===== config.mk =====
export PLATFORM = sky130hd
export DESIGN_NAME = mult_rr_sched
export DESIGN_NICKNAME = d
export VERILOG_FILES = /design/src/rtl/mult_sched_pkg.sv /design/src/rtl/mult_rr_sched_rr_arbiter.sv /design/src/rtl/mult_rr_sched.sv
export SDC_FILE = /design/constraint.sdc
export NUM_CORES = 1
export LEC_CHECK = 0
export BUFFER_PORTS_ARGS = -buffer_cell sky130_fd_sc_hd__buf_2
export CELL_PAD_IN_SITES_DETAIL_PLACEMENT = 1
export CELL_PAD_IN_SITES_GLOBAL_PLACEMENT = 1
export CORE_AREA = 2 2 700 702
export CTS_BUF_LIST = sky130_fd_sc_hd__clkbuf_4
export DETAILED_ROUTE_END_ITERATION = 10
export DIE_AREA = 0 0 702 704
export PLACE_DENSITY_LB_ADDON = 0.1
export SLEW_MARGIN = 10
export SYNTH_ARGS = -nofsm -noshare
export SYNTH_HDL_FRONTEND = slang
export SYNTH_SLANG_ARGS = --single-unit

===== constraint.sdc =====
create_clock -name clk -period 4.3 [get_ports clk]
set_input_delay 0.215 -clock clk [delete_from_list [all_inputs] [get_ports clk]]
set_output_delay 0.215 -clock clk [all_outputs]
set_load 0.005 [all_outputs]

===== src/rtl/mult_sched_pkg.sv =====
// Shared types and defaults for the round-robin multiplier scheduler.
//   sched_state_e : scheduler FSM states (IDLE, ISSUE, WAIT, RESP)
//   DefABits / DefBBits / DefPBits : default operand and product widths
//   StatW : width of each statistics counter
package mult_sched_pkg;

  typedef enum logic [1:0] {
    StIdle,
    StIssue,
    StWait,
    StResp
  } sched_state_e;

  localparam int unsigned DefABits = 130;
  localparam int unsigned DefBBits = 128;
  localparam int unsigned DefPBits = 258;
  localparam int unsigned StatW    = 16;

endpackage


===== src/rtl/mult_rr_sched_rr_arbiter.sv =====
// Round-robin arbiter: picks the first requester set in req, searching from
// ptr upwards with wrap-around. Purely combinational.
// Ports:
//   req       : per-requester request bits
//   ptr       : index where the search starts
//   grant     : one-hot grant (all zero when no request)
//   grant_idx : index of the granted requester (0 when no request)
module rr_arbiter #(
  parameter int unsigned NREQ = 4,
  localparam int unsigned IdxW = (NREQ > 1) ? $clog2(NREQ) : 1
) (
  input  logic [NREQ-1:0] req,
  input  logic [IdxW-1:0] ptr,
  output logic [NREQ-1:0] grant,
  output logic [IdxW-1:0] grant_idx
);

  logic            w_found;
  logic [IdxW-1:0] w_idx;

  function automatic logic [IdxW-1:0] wrap_idx(input logic [IdxW-1:0] p,
                                               input int unsigned off);
    return IdxW'((32'(p) + off) % NREQ);
  endfunction

  always_comb begin
    grant     = '0;
    grant_idx = '0;
    w_found   = 1'b0;
    w_idx     = '0;
    for (int unsigned off = 0; off < NREQ; off++) begin
      w_idx = wrap_idx(ptr, off);
      if (!w_found && req[w_idx]) begin
        w_found        = 1'b1;
        grant[w_idx]   = 1'b1;
        grant_idx      = w_idx;
      end
    end
  end

endmodule


===== src/rtl/mult_rr_sched.sv =====
// Round-robin scheduler in front of a shared limb multiplier. Serves one
// multiplication at a time: grant, issue to the multiplier, wait for the
// result, present it on the response channel until accepted.
// Ports:
//   clk, reset              : clock, synchronous active-high reset
//   req_valid / req_ready   : per-requester handshake (ready is one-hot)
//   req_a / req_b           : flattened operands, requester k at [k*W +: W]
//   mult_start/_a/_b        : issue to multiplier (operands held until next grant)
//   mult_busy/_done/_product: multiplier status and result
//   rsp_valid/_ready/_id/_product : result channel
// Optional build macro MULT_SCHED_STATS_EN adds:
//   stat_issue_cnt : per-requester grant counters (16 bits each, saturating)
//   stat_stall_cnt : RESP cycles with rsp_ready low (saturating)
module mult_rr_sched
  import mult_sched_pkg::*;
#(
  parameter int unsigned NREQ   = 4,
  parameter int unsigned A_BITS = DefABits,
  parameter int unsigned B_BITS = DefBBits,
  parameter int unsigned P_BITS = DefPBits,
  parameter int unsigned ID_W   = 2
) (
  input  logic                   clk,
  input  logic                   reset,
  input  logic [NREQ-1:0]        req_valid,
  output logic [NREQ-1:0]        req_ready,
  input  logic [NREQ*A_BITS-1:0] req_a,
  input  logic [NREQ*B_BITS-1:0] req_b,
  output logic                   mult_start,
  output logic [A_BITS-1:0]      mult_a,
  output logic [B_BITS-1:0]      mult_b,
  input  logic                   mult_busy,
  input  logic                   mult_done,
  input  logic [P_BITS-1:0]      mult_product,
  output logic                   rsp_valid,
  input  logic                   rsp_ready,
  output logic [ID_W-1:0]        rsp_id,
  output logic [P_BITS-1:0]      rsp_product
`ifdef MULT_SCHED_STATS_EN
  ,
  output logic [NREQ*StatW-1:0]  stat_issue_cnt,
  output logic [StatW-1:0]       stat_stall_cnt
`endif
);

  sched_state_e        r_state, w_state_d;
  logic [ID_W-1:0]     r_rr_ptr;
  logic [ID_W-1:0]     r_job_id;
  logic [A_BITS-1:0]   r_mult_a;
  logic [B_BITS-1:0]   r_mult_b;
  logic [ID_W-1:0]     r_rsp_id;
  logic [P_BITS-1:0]   r_rsp_product;

  logic [NREQ-1:0]     w_grant;
  logic [ID_W-1:0]     w_grant_idx;
  logic                w_any;
  logic                w_accept;
  logic [A_BITS-1:0]   w_sel_a;
  logic [B_BITS-1:0]   w_sel_b;

  rr_arbiter #(
    .NREQ (NREQ)
  ) u_arb (
    .req       (req_valid),
    .ptr       (r_rr_ptr),
    .grant     (w_grant),
    .grant_idx (w_grant_idx)
  );

  assign w_any = |w_grant;

  // Operand mux driven by the one-hot grant.
  always_comb begin
    w_sel_a = '0;
    w_sel_b = '0;
    for (int unsigned k = 0; k < NREQ; k++) begin
      if (w_grant[k]) begin
        w_sel_a = req_a[k*A_BITS +: A_BITS];
        w_sel_b = req_b[k*B_BITS +: B_BITS];
      end
    end
  end

  always_comb begin
    w_state_d  = r_state;
    req_ready  = '0;
    mult_start = 1'b0;
    w_accept   = 1'b0;
    unique case (r_state)
      StIdle: begin
        if (w_any) begin
          req_ready = w_grant;
          w_accept  = 1'b1;
          w_state_d = StIssue;
        end
      end
      StIssue: begin
        if (!mult_busy) begin
          mult_start = 1'b1;
          w_state_d  = StWait;
        end
      end
      StWait: begin
        if (mult_done) w_state_d = StResp;
      end
      StResp: begin
        if (rsp_ready) w_state_d = StIdle;
      end
      default: w_state_d = StIdle;
    endcase
    // Combinational outputs must read zero while reset is held, even before
    // the first reset edge has cleared the state register.
    if (reset) begin
      req_ready  = '0;
      mult_start = 1'b0;
      w_accept   = 1'b0;
      w_state_d  = StIdle;
    end
  end

  always_ff @(posedge clk) begin
    if (reset) begin
      r_state       <= StIdle;
      r_rr_ptr      <= '0;
      r_job_id      <= '0;
      r_mult_a      <= '0;
      r_mult_b      <= '0;
      r_rsp_id      <= '0;
      r_rsp_product <= '0;
    end else begin
      r_state <= w_state_d;
      if (w_accept) begin
        r_rr_ptr <= (w_grant_idx == ID_W'(NREQ - 1)) ? '0 : w_grant_idx + 1'b1;
        r_job_id <= w_grant_idx;
        r_mult_a <= w_sel_a;
        r_mult_b <= w_sel_b;
      end
      // Done pulses outside WAIT are dropped here.
      if (r_state == StWait && mult_done) begin
        r_rsp_product <= mult_product;
        r_rsp_id      <= r_job_id;
      end
    end
  end

  assign mult_a      = r_mult_a;
  assign mult_b      = r_mult_b;
  assign rsp_valid   = (r_state == StResp) && !reset;
  assign rsp_id      = r_rsp_id;
  assign rsp_product = r_rsp_product;

`ifdef MULT_SCHED_STATS_EN
  logic [StatW-1:0] r_issue_cnt [NREQ];
  logic [StatW-1:0] r_stall_cnt;

  always_ff @(posedge clk) begin
    if (reset) begin
      for (int unsigned k = 0; k < NREQ; k++) r_issue_cnt[k] <= '0;
      r_stall_cnt <= '0;
    end else begin
      for (int unsigned k = 0; k < NREQ; k++) begin
        if (w_accept && w_grant[k] && (r_issue_cnt[k] != '1)) begin
          r_issue_cnt[k] <= r_issue_cnt[k] + 1'b1;
        end
      end
      if ((r_state == StResp) && !rsp_ready && (r_stall_cnt != '1)) begin
        r_stall_cnt <= r_stall_cnt + 1'b1;
      end
    end
  end

  for (genvar k = 0; k < NREQ; k++) begin : g_stat
    assign stat_issue_cnt[k*StatW +: StatW] = r_issue_cnt[k];
  end
  assign stat_stall_cnt = r_stall_cnt;
`else
  // Statistics counters are not built in this configuration.
`endif

endmodule


==> impl_metrics.csv, run 1 <==
group,metric,value,unit
placed_design,hpwl,314300,um
floorplanning,die_h,704,um
synth,ys_warn_count,0,
clock_network,cts_max_path_buffers,4,
synth,syn_area_per_cell,8.260,um^2
synth,synth_mux_area_frac,0.004707,
synth,synth_flop_cell,"dfxtp_1",
floorplanning,die_width,702,um
clock_network,postCtsHoldBufs,2363,
synth,synthesis.area,27650,um^2
synth,syn-num-nets,4656,
placed_design,place.gp.congestion,0.8666,
synth,yosys.area_share.simple,0.2556,
synth,yosys.area.top_type,"dfxtp_1",
clock_network,clock_sinks,524,
synth,ys_async_sr_fraction,0,
synth,netlist.area_leader.share,0.3794,
clock_network,cts_made_buffers,211,
floorplanning,placementRows,257,
outcome,status,"aborted with a tool error",
synth,synth_top_family_by_area,"compound AO/OA/AOI/OAI gates",
clock_network,cts-resized-gates,6,
synth,synth_xor_xnor_area_share,0.0003168,
outcome,failing_step,"clock tree synthesis (4_1_cts)",
synth,synthAdderAreaFrac,0.004526,
synth,postSynthCellCount,3347,
floorplanning,start_util,0.05672,
synth,ys_types,49,
synth,synth_edf_count,0,
synth,synth_compound_area_frac,0.2925,
synth,ys_ff_latch,524,
synth,yosysSeqAreaShare,0.3794,
placed_design,io_buffers,1822,
placed_design,place_worst_setup_slack,0.3722,ns
synth,synthTopCellsByArea,"dfxtp_1, nand2_1, nor3b_2",
clock_network,post_cts_buffers,9,
clock_network,htreeDepth,4,
outcome,firstError,"[ERROR RSZ-0060] Max buffer count reached.",
clock_network,root_buffer,"clkbuf_4",
floorplanning,io_pins,1823,
-- metrics by stage --
stage          instances  hold WS (ns)  area (um^2)
2_1_floorplan       3347        0.3510        27650
3_3_place_gp       11464        0.4405        45700
3_5_place_dp       11464        0.4458        45700
-- synthesized netlist by cell type (4+ instances only) --
| cell type | number |
|---|---|
| buf_1 | 29 |
| dfxtp_1 | 524 |
| mux2i_1 | 4 |
| nand2_1 | 784 |
| nor3b_2 | 196 |
| a211oi_1 | 5 |
| buf_6 | 28 |
| a311oi_2 | 9 |
| inv_1 | 11 |
| nand2b_1 | 7 |
| buf_2 | 49 |
| a311oi_1 | 249 |
| o221ai_1 | 258 |
| clkbuf_1 | 274 |
| ha_1 | 10 |
| a21o_1 | 258 |
| a21oi_1 | 269 |
| nor3b_1 | 64 |
| nor2_1 | 274 |
-- logic make-up after synthesis --
family          count (synthesis)
compound gates               1069
xor+xnor                        1
fa+ha+maj                      10
buf+inv                       391
flops                         524
mux                             9
simple gates                 1343
==> inputs of run 2 (changes only) <==
- CELL_PAD_IN_SITES_DETAIL_PLACEMENT: 1 -> unset
- CELL_PAD_IN_SITES_GLOBAL_PLACEMENT: 1 -> unset
- CORE_AREA: 2 2 700 702 -> 2 2 716 718
- CTS_BUF_LIST: sky130_fd_sc_hd__clkbuf_4 -> unset
- DIE_AREA: 0 0 702 704 -> 0 0 718 720
- PLACE_DENSITY_LB_ADDON: 0.1 -> 0.15
==> impl_metrics.csv, run 2 <==
group,metric,value,unit
clock_network,cts_made_buffers,93,
timing,finalCritPeriodShare,0.9838,
floorplanning,die_area,517000,um^2
floorplanning,die_h,720,um
setup_path,cp_max_fo,80,
clock_network,htreeDepth,3,
finish,layout.nets,7274,
global_routing,grt_pass1_vias,40907,
finish,fin_util,0.1142,
finish,layout_common_cells,"buf_2, dlygate4sd3_1, nand2_1",
synth,syn-num-nets,4656,
placed_design,io_buffers,1822,
power_and_ir_drop,p_switching,0.01964,W
placed_design,place.gp.congestion,0.9883,
setup_path,worstPathRequired,5.01,ns
synth,synthesis.area,27650,um^2
synth,ys_warn_count,0,
synth,ys_async_sr_fraction,0,
clock_network,tritoncts,"built",
clock_network,insertion_delay,0.88,ns
route,first_pass_iters,5,
timing,drv_slew,0,
finish,synthToLayoutAreaGrowth,110.1,%
synth,yosysSeqAreaShare,0.3794,
timing,fin_crit,4.231,ns
route,drc_errors,0,
global_routing,grt_usage,0.1438,
finish,largest_register_ffs,258,
route,vias_per_cell,3.118,
power_and_ir_drop,pwr-share-comb,0.646,
synth,netlist.area_leader.share,0.3794,
outcome,status,"complete, no violations",
clock_network,cts_max_path_buffers,4,
route,drt_wl_total,392200,um
clock_network,clock_sinks,524,
floorplanning,die_width,718,um
setup_path,cp.arrival,4.94,ns
synth,yosys.area.top_type,"dfxtp_1",
power_and_ir_drop,power_density,704.0,nW/um^2
global_routing,grt_pass1_wl,482200,um
flow_run,maxCapViolations,0,
timing,worst_pin_slew,1.051,ns
setup_path,critPathKind,"register to register",
route,drtIter0Drc,2427,
global_routing,antenna_found_initial,309,
setup_path,cp-end-kind,"register",
timing,hold_viol_final,0,
placed_design,placed_cell_area,45500,um^2
power_and_ir_drop,intPower,0.02125,W
power_and_ir_drop,switching_share,0.4803,
timing,skew,0.1508,ns
clock_network,clkTransAtPathRegs,0.05,ns
timing,grt_setup_unrepaired,"yes",
setup_path,start_kind,"register",
synth,syn_area_per_cell,8.260,um^2
route,ant_nets,0,
timing,timing.slew.headroom,0.2992,
floorplanning,coreArea,508400,um^2
hold_path,min_path_type,"primary input to register",
floorplanning,start_util,0.05438,
power_and_ir_drop,pwr-share-seq,0.164,
timing,timing.final.ws_setup,0.06947,ns
floorplanning,placementRows,262,
route,wl_per_cell,30.43,um
power_and_ir_drop,leakage,24.04,nW
power_and_ir_drop,pwr-share-clk,0.190,
hold_path,min-delay-start,"req_a[192]",
timing,max_freq,236.4,MHz
synth,ys_ff_latch,524,
synth,synth_flop_cell,"dfxtp_1",
synth,yosysMostFrequentCell,"nand2_1",
synth,synth_common_cells,"nand2_1, dfxtp_1, clkbuf_1, nor2_1, a21oi_1",
finish,layout_commonest_cell,"buf_2",
synth,ys_types,49,
synth,synth_edf_count,0,
clock_network,root_buffer,"clkbuf_16",
floorplanning,io_pins,1823,
global_routing,overflow,0,
timing,setup_viol,0,
placed_design,hpwl,334700,um
synth,synthTopCellsByArea,"dfxtp_1, nand2_1, nor3b_2",
placed_design,place_worst_setup_slack,0.2357,ns
global_routing,grt_max_degree,119,
finish,layout-drive-gt1-share,0.3935,
finish,postLayoutCellArea,58080,um^2
route,vias,40173,
power_and_ir_drop,peakVddDrop,0.5627,mV
synth,postSynthCellCount,3347,
run 2: cell counts after synthesis:
No cell type changed its count.
run 2: cell type report:
| class | instances | area (um^2) |
|---|---|---|
| multi-input cells | 2432 | 15550 |
| clock buffers | 127 | 2635 |
| clock inverters | 29 | 315.3 |
| flip-flops and latches | 524 | 10490 |
| diodes | 128 | 320.3 |
| repair buffers | 2903 | 20300 |
| fillers | 59226 | 450400 |
| well taps | 6732 | 8423 |
| inverters | 11 | 41.29 |
run 2: cell families after synthesis:
group | Yosys count | synth area share
AOI/OAI and AO/OA | 1069 | 0.2925
and+or+nand+nor | 1343 | 0.2556
DFF | 524 | 0.3794
buffers and inverters | 391 | 0.06290
adders and majority gates | 10 | 0.004526
muxes | 9 | 0.004706
xor gates and xnor gates | 1 | 0.0003168
run 2: power groups by stage:
stage          registers, W  clock network [W]  logic (W)
6_report            0.00669            0.00778     0.0264
5_1_grt             0.00683            0.00833     0.0286
4_1_cts             0.00672            0.00824     0.0260
3_5_place_dp        0.00681                  0     0.0232
3_3_place_gp        0.00681                  0     0.0232
2_1_floorplan       0.00669                  0     0.0123
run 2: through the flow:
stage	total power [W]	hold WS, ns	std cells	setup TNS [ns]
2_1_floorplan	0.01902	0.3510	3347	0
3_3_place_gp	0.02999	0.4421	11691	0
3_5_place_dp	0.03002	0.4439	11691	0
4_1_cts	0.04099	0.002109	12748	0
5_1_grt	0.04372	0.005970	12839	-0.1837
6_report	0.04089	0.08530	12886	0
run 2: worst paths after layout:
| check | endpoint | slack (ns) | cells past startpoint |
|---|---|---|---|
| max | mult_a[20]$_SDFFE_PP0P_ | 0.07 | 12 |
| min | mult_a[62]$_SDFFE_PP0P_ | 0.09 | 4 |
| max reg2reg | mult_a[20]$_SDFFE_PP0P_ | 0.07 | 12 |
| min reg2reg | rsp_product[228]$_SDFFE_PP0P_ | 0.45 | 2 |
run 2: worst max-delay path, cell delays in order (launching register included):
cell           delay, ns
dfxtp_1             0.33
buf_4               0.26
mux4_2              0.55
buf_4               0.17
nand2_1             0.08
o31ai_1             0.08
or4_4               0.60
buf_12              0.22
buf_4               0.32
nor3b_1             0.31
o221ai_1            0.21
a311oi_1            0.30
dlygate4sd3_1       0.58
run 2: per-layer routing:
metal	part of all wire	track usage
met5	0.0013	0
met4	0.030	0.03289
met3	0.080	0.04638
met2	0.50	0.2572
met1	0.39	0.1654
run 2: what timing repair did:
action,in CTS,in global routing
endpoints found under the setup margin,1,152
resized for setup,0,25
hold endpoints to repair,519,0
setup buffers,1,4
pin swaps,1,3
hold buffers,900,0
cloned,0,6
No activity file was read; power rests on OpenSTA's default activity.
==> inputs of run 3 (changes only) <==
- CELL_PAD_IN_SITES_DETAIL_PLACEMENT: unset -> 1
- CELL_PAD_IN_SITES_GLOBAL_PLACEMENT: unset -> 1
- CORE_AREA: 2 2 716 718 -> 2 2 710 712
- DIE_AREA: 0 0 718 720 -> 0 0 712 714
==> impl_metrics.csv, run 3 (same netlist as run 2, synthesis figures left out) <==
group,metric,value,unit
placed_design,place_worst_setup_slack,0.03464,ns
global_routing,grt_pass1_vias,42489,
timing,drv_slew,0,
clock_network,htreeDepth,3,
floorplanning,die_h,714,um
clock_network,cts_max_path_buffers,4,
setup_path,cp_max_fo,20,
clock_network,tritoncts,"built",
timing,finalCritPeriodShare,0.9595,
route,vias,40266,
global_routing,antenna_found_initial,331,
outcome,status,"complete, no violations",
timing,worst_pin_slew,1.012,ns
route,drc_errors,0,
finish,layout_commonest_cell,"buf_2",
setup_path,crit_end,"mult_a[12]$_SDFFE_PP0P_",
timing,skew,0.07871,ns
finish,synthToLayoutAreaGrowth,110.6,%
floorplanning,coreArea,500300,um^2
setup_path,cp-end-kind,"register",
hold_path,min_path_type,"primary input to register",
power_and_ir_drop,pwr-share-comb,0.649,
power_and_ir_drop,switching_share,0.4785,
placed_design,io_buffers,1822,
clock_network,cts_made_buffers,92,
finish,largest_register_ffs,258,
route,vias_per_cell,3.134,
power_and_ir_drop,intPower,0.02181,W
finish,nFillCells,59842,
hold_path,hold_depth,4,
clock_network,clock_sinks,524,
global_routing,grt_pass1_wl,489400,um
timing,timing.slew.headroom,0.3253,
finish,layout.nets,7311,
placed_design,hpwl,332400,um
placed_design,place.gp.congestion,0.9327,
timing,timing.final.ws_setup,0.1742,ns
power_and_ir_drop,pwr-share-clk,0.190,
setup_path,critPathKind,"register to register",
power_and_ir_drop,peakVddDrop,0.3937,mV
clock_network,insertion_delay,0.87,ns
power_and_ir_drop,p_switching,0.02001,W
route,ant_nets,0,
finish,layout_common_cells,"buf_2, dlygate4sd3_1, nand2_1",
floorplanning,start_util,0.05526,
power_and_ir_drop,leakage,24.14,nW
setup_path,r2r_slack,0.17,ns
setup_path,worstPathRequired,5.05,ns
setup_path,r2r_cells,15,
timing,fin_crit,4.126,ns
finish,ff_latch_area,10490,um^2
timing,grt_setup_unrepaired,"no",
finish,layoutNonFillerInstCount,12848,
power_and_ir_drop,pwr-share-seq,0.162,
floorplanning,io_pins,1823,
finish,multiInputGateArea,15550,um^2
route,first_pass_iters,5,
global_routing,grt_usage,0.1473,
setup_path,start_kind,"register",
floorplanning,die_area,508400,um^2
finish,layout-drive-gt1-share,0.3962,
placed_design,placed_cells,11683,
timing,hold_viol_final,0,
power_and_ir_drop,power_density,718.1,nW/um^2
floorplanning,placementRows,260,
setup_path,rr_endpoint,"mult_a[12]$_SDFFE_PP0P_",
route,wl_per_cell,30.52,um
setup_path,cp.arrival,4.88,ns
timing,max_freq,242.4,MHz
global_routing,overflow,0,
finish,postLayoutCellArea,58230,um^2
clock_network,clkTransAtPathRegs,0.06,ns
placed_design,placed_cell_area,45870,um^2
route,drtIter0Drc,2147,
flow_run,maxCapViolations,0,
clock_network,root_buffer,"clkbuf_16",
floorplanning,die_width,712,um
route,drt_wl_total,392200,um
timing,fin_setup_tns,0,ns
timing,setup_viol,0,
global_routing,grt_max_degree,96,
[run 3: cell types whose count changed in the layout (fill, tap and decap cells not counted), moves of 4 or more]
cell       before  now
buf_4         116  155
diode_2       128  100
buf_12         43   58
clkbuf_1       16   26
clkinv_2       17   11
clkbuf_16      99   94
buf_16          6    2
buf_6           9    5
[run 3: layout make-up]
| class | count | share of cell area |
|---|---|---|
| sequential | 524 | 0.1802 |
| inverter | 11 | 0.0007091 |
| clock inverter | 20 | 0.004405 |
| antenna | 100 | 0.004298 |
| timing repair buffer | 2941 | 0.3537 |
| multi-input combinational | 2432 | 0.2670 |
| clock buffer | 139 | 0.04618 |
| tap | 6681 | 0.1436 |
[run 3: worst min-delay path by stage]
stage | start | end | slack [ns]
after floorplan | mult_product[0] | rsp_product[0]$_SDFFE_PP0P_ | 0.35
after global placement | rsp_product[166]$_SDFFE_PP0P_ | rsp_product[166]$_SDFFE_PP0P_ | 0.44
after detailed placement | rsp_product[74]$_SDFFE_PP0P_ | rsp_product[74]$_SDFFE_PP0P_ | 0.45
after CTS | req_b[206] | mult_b[78]$_SDFFE_PP0P_ | 0.0009
after global routing | req_a[349] | mult_a[89]$_SDFFE_PP0P_ | 0.04
final | req_b[301] | mult_b[45]$_SDFFE_PP0P_ | 0.08
[run 3: stage by stage]
stage	util	total power [W]	hold slack, ns
finish	0.1164	0.04182	0.08330
global route	0.1161	0.04494	0.03599
CTS	0.1156	0.04274	0.0009072
detailed placement	0.09168	0.03110	0.4463
global placement	0.09168	0.03106	0.4423
floorplan	-	0.01902	0.3510
[run 3: what timing repair did]
action | 4_1_cts | 5_1_grt
gates cloned | 0 | 2
hold buffers | 897 | 0
gates resized for setup | 1 | 13
buffers inserted | 4 | 3
endpoints found under the hold margin | 524 | 0
pin swaps | 3 | 2
setup endpoints to repair | 5 | 186
[run 3: worst max-delay path, cell delays in order (launching register included)]
cell	delay (ns)
dfxtp_1	0.38
inv_2	0.11
ha_4	0.26
or3b_1	0.34
a211o_1	0.35
nand2_2	0.24
a221oi_4	0.10
buf_4	0.19
buf_4	0.17
a41oi_4	0.23
buf_12	0.15
buf_12	0.19
buf_4	0.33
nor2_1	0.06
a311oi_1	0.23
dlygate4sd3_1	0.57
[run 3: power groups by stage]
stage | sequential, W | clock, W | combinational [W]
after floorplan | 0.00669 | 0 | 0.0123
after global placement | 0.00686 | 0 | 0.0242
after detailed placement | 0.00687 | 0 | 0.0242
after CTS | 0.00679 | 0.00847 | 0.0275
after global routing | 0.00690 | 0.00850 | 0.0295
final | 0.00676 | 0.00793 | 0.0271
[run 3: metal layers]
layer  vias to the layer above  track usage  share of wire
li1                      17678            -              -
met1                     20086       0.1657           0.39
met2                      1742       0.2648           0.50
met3                       644      0.04762          0.076
met4                       116      0.04023          0.034
met5                         -            0         0.0019
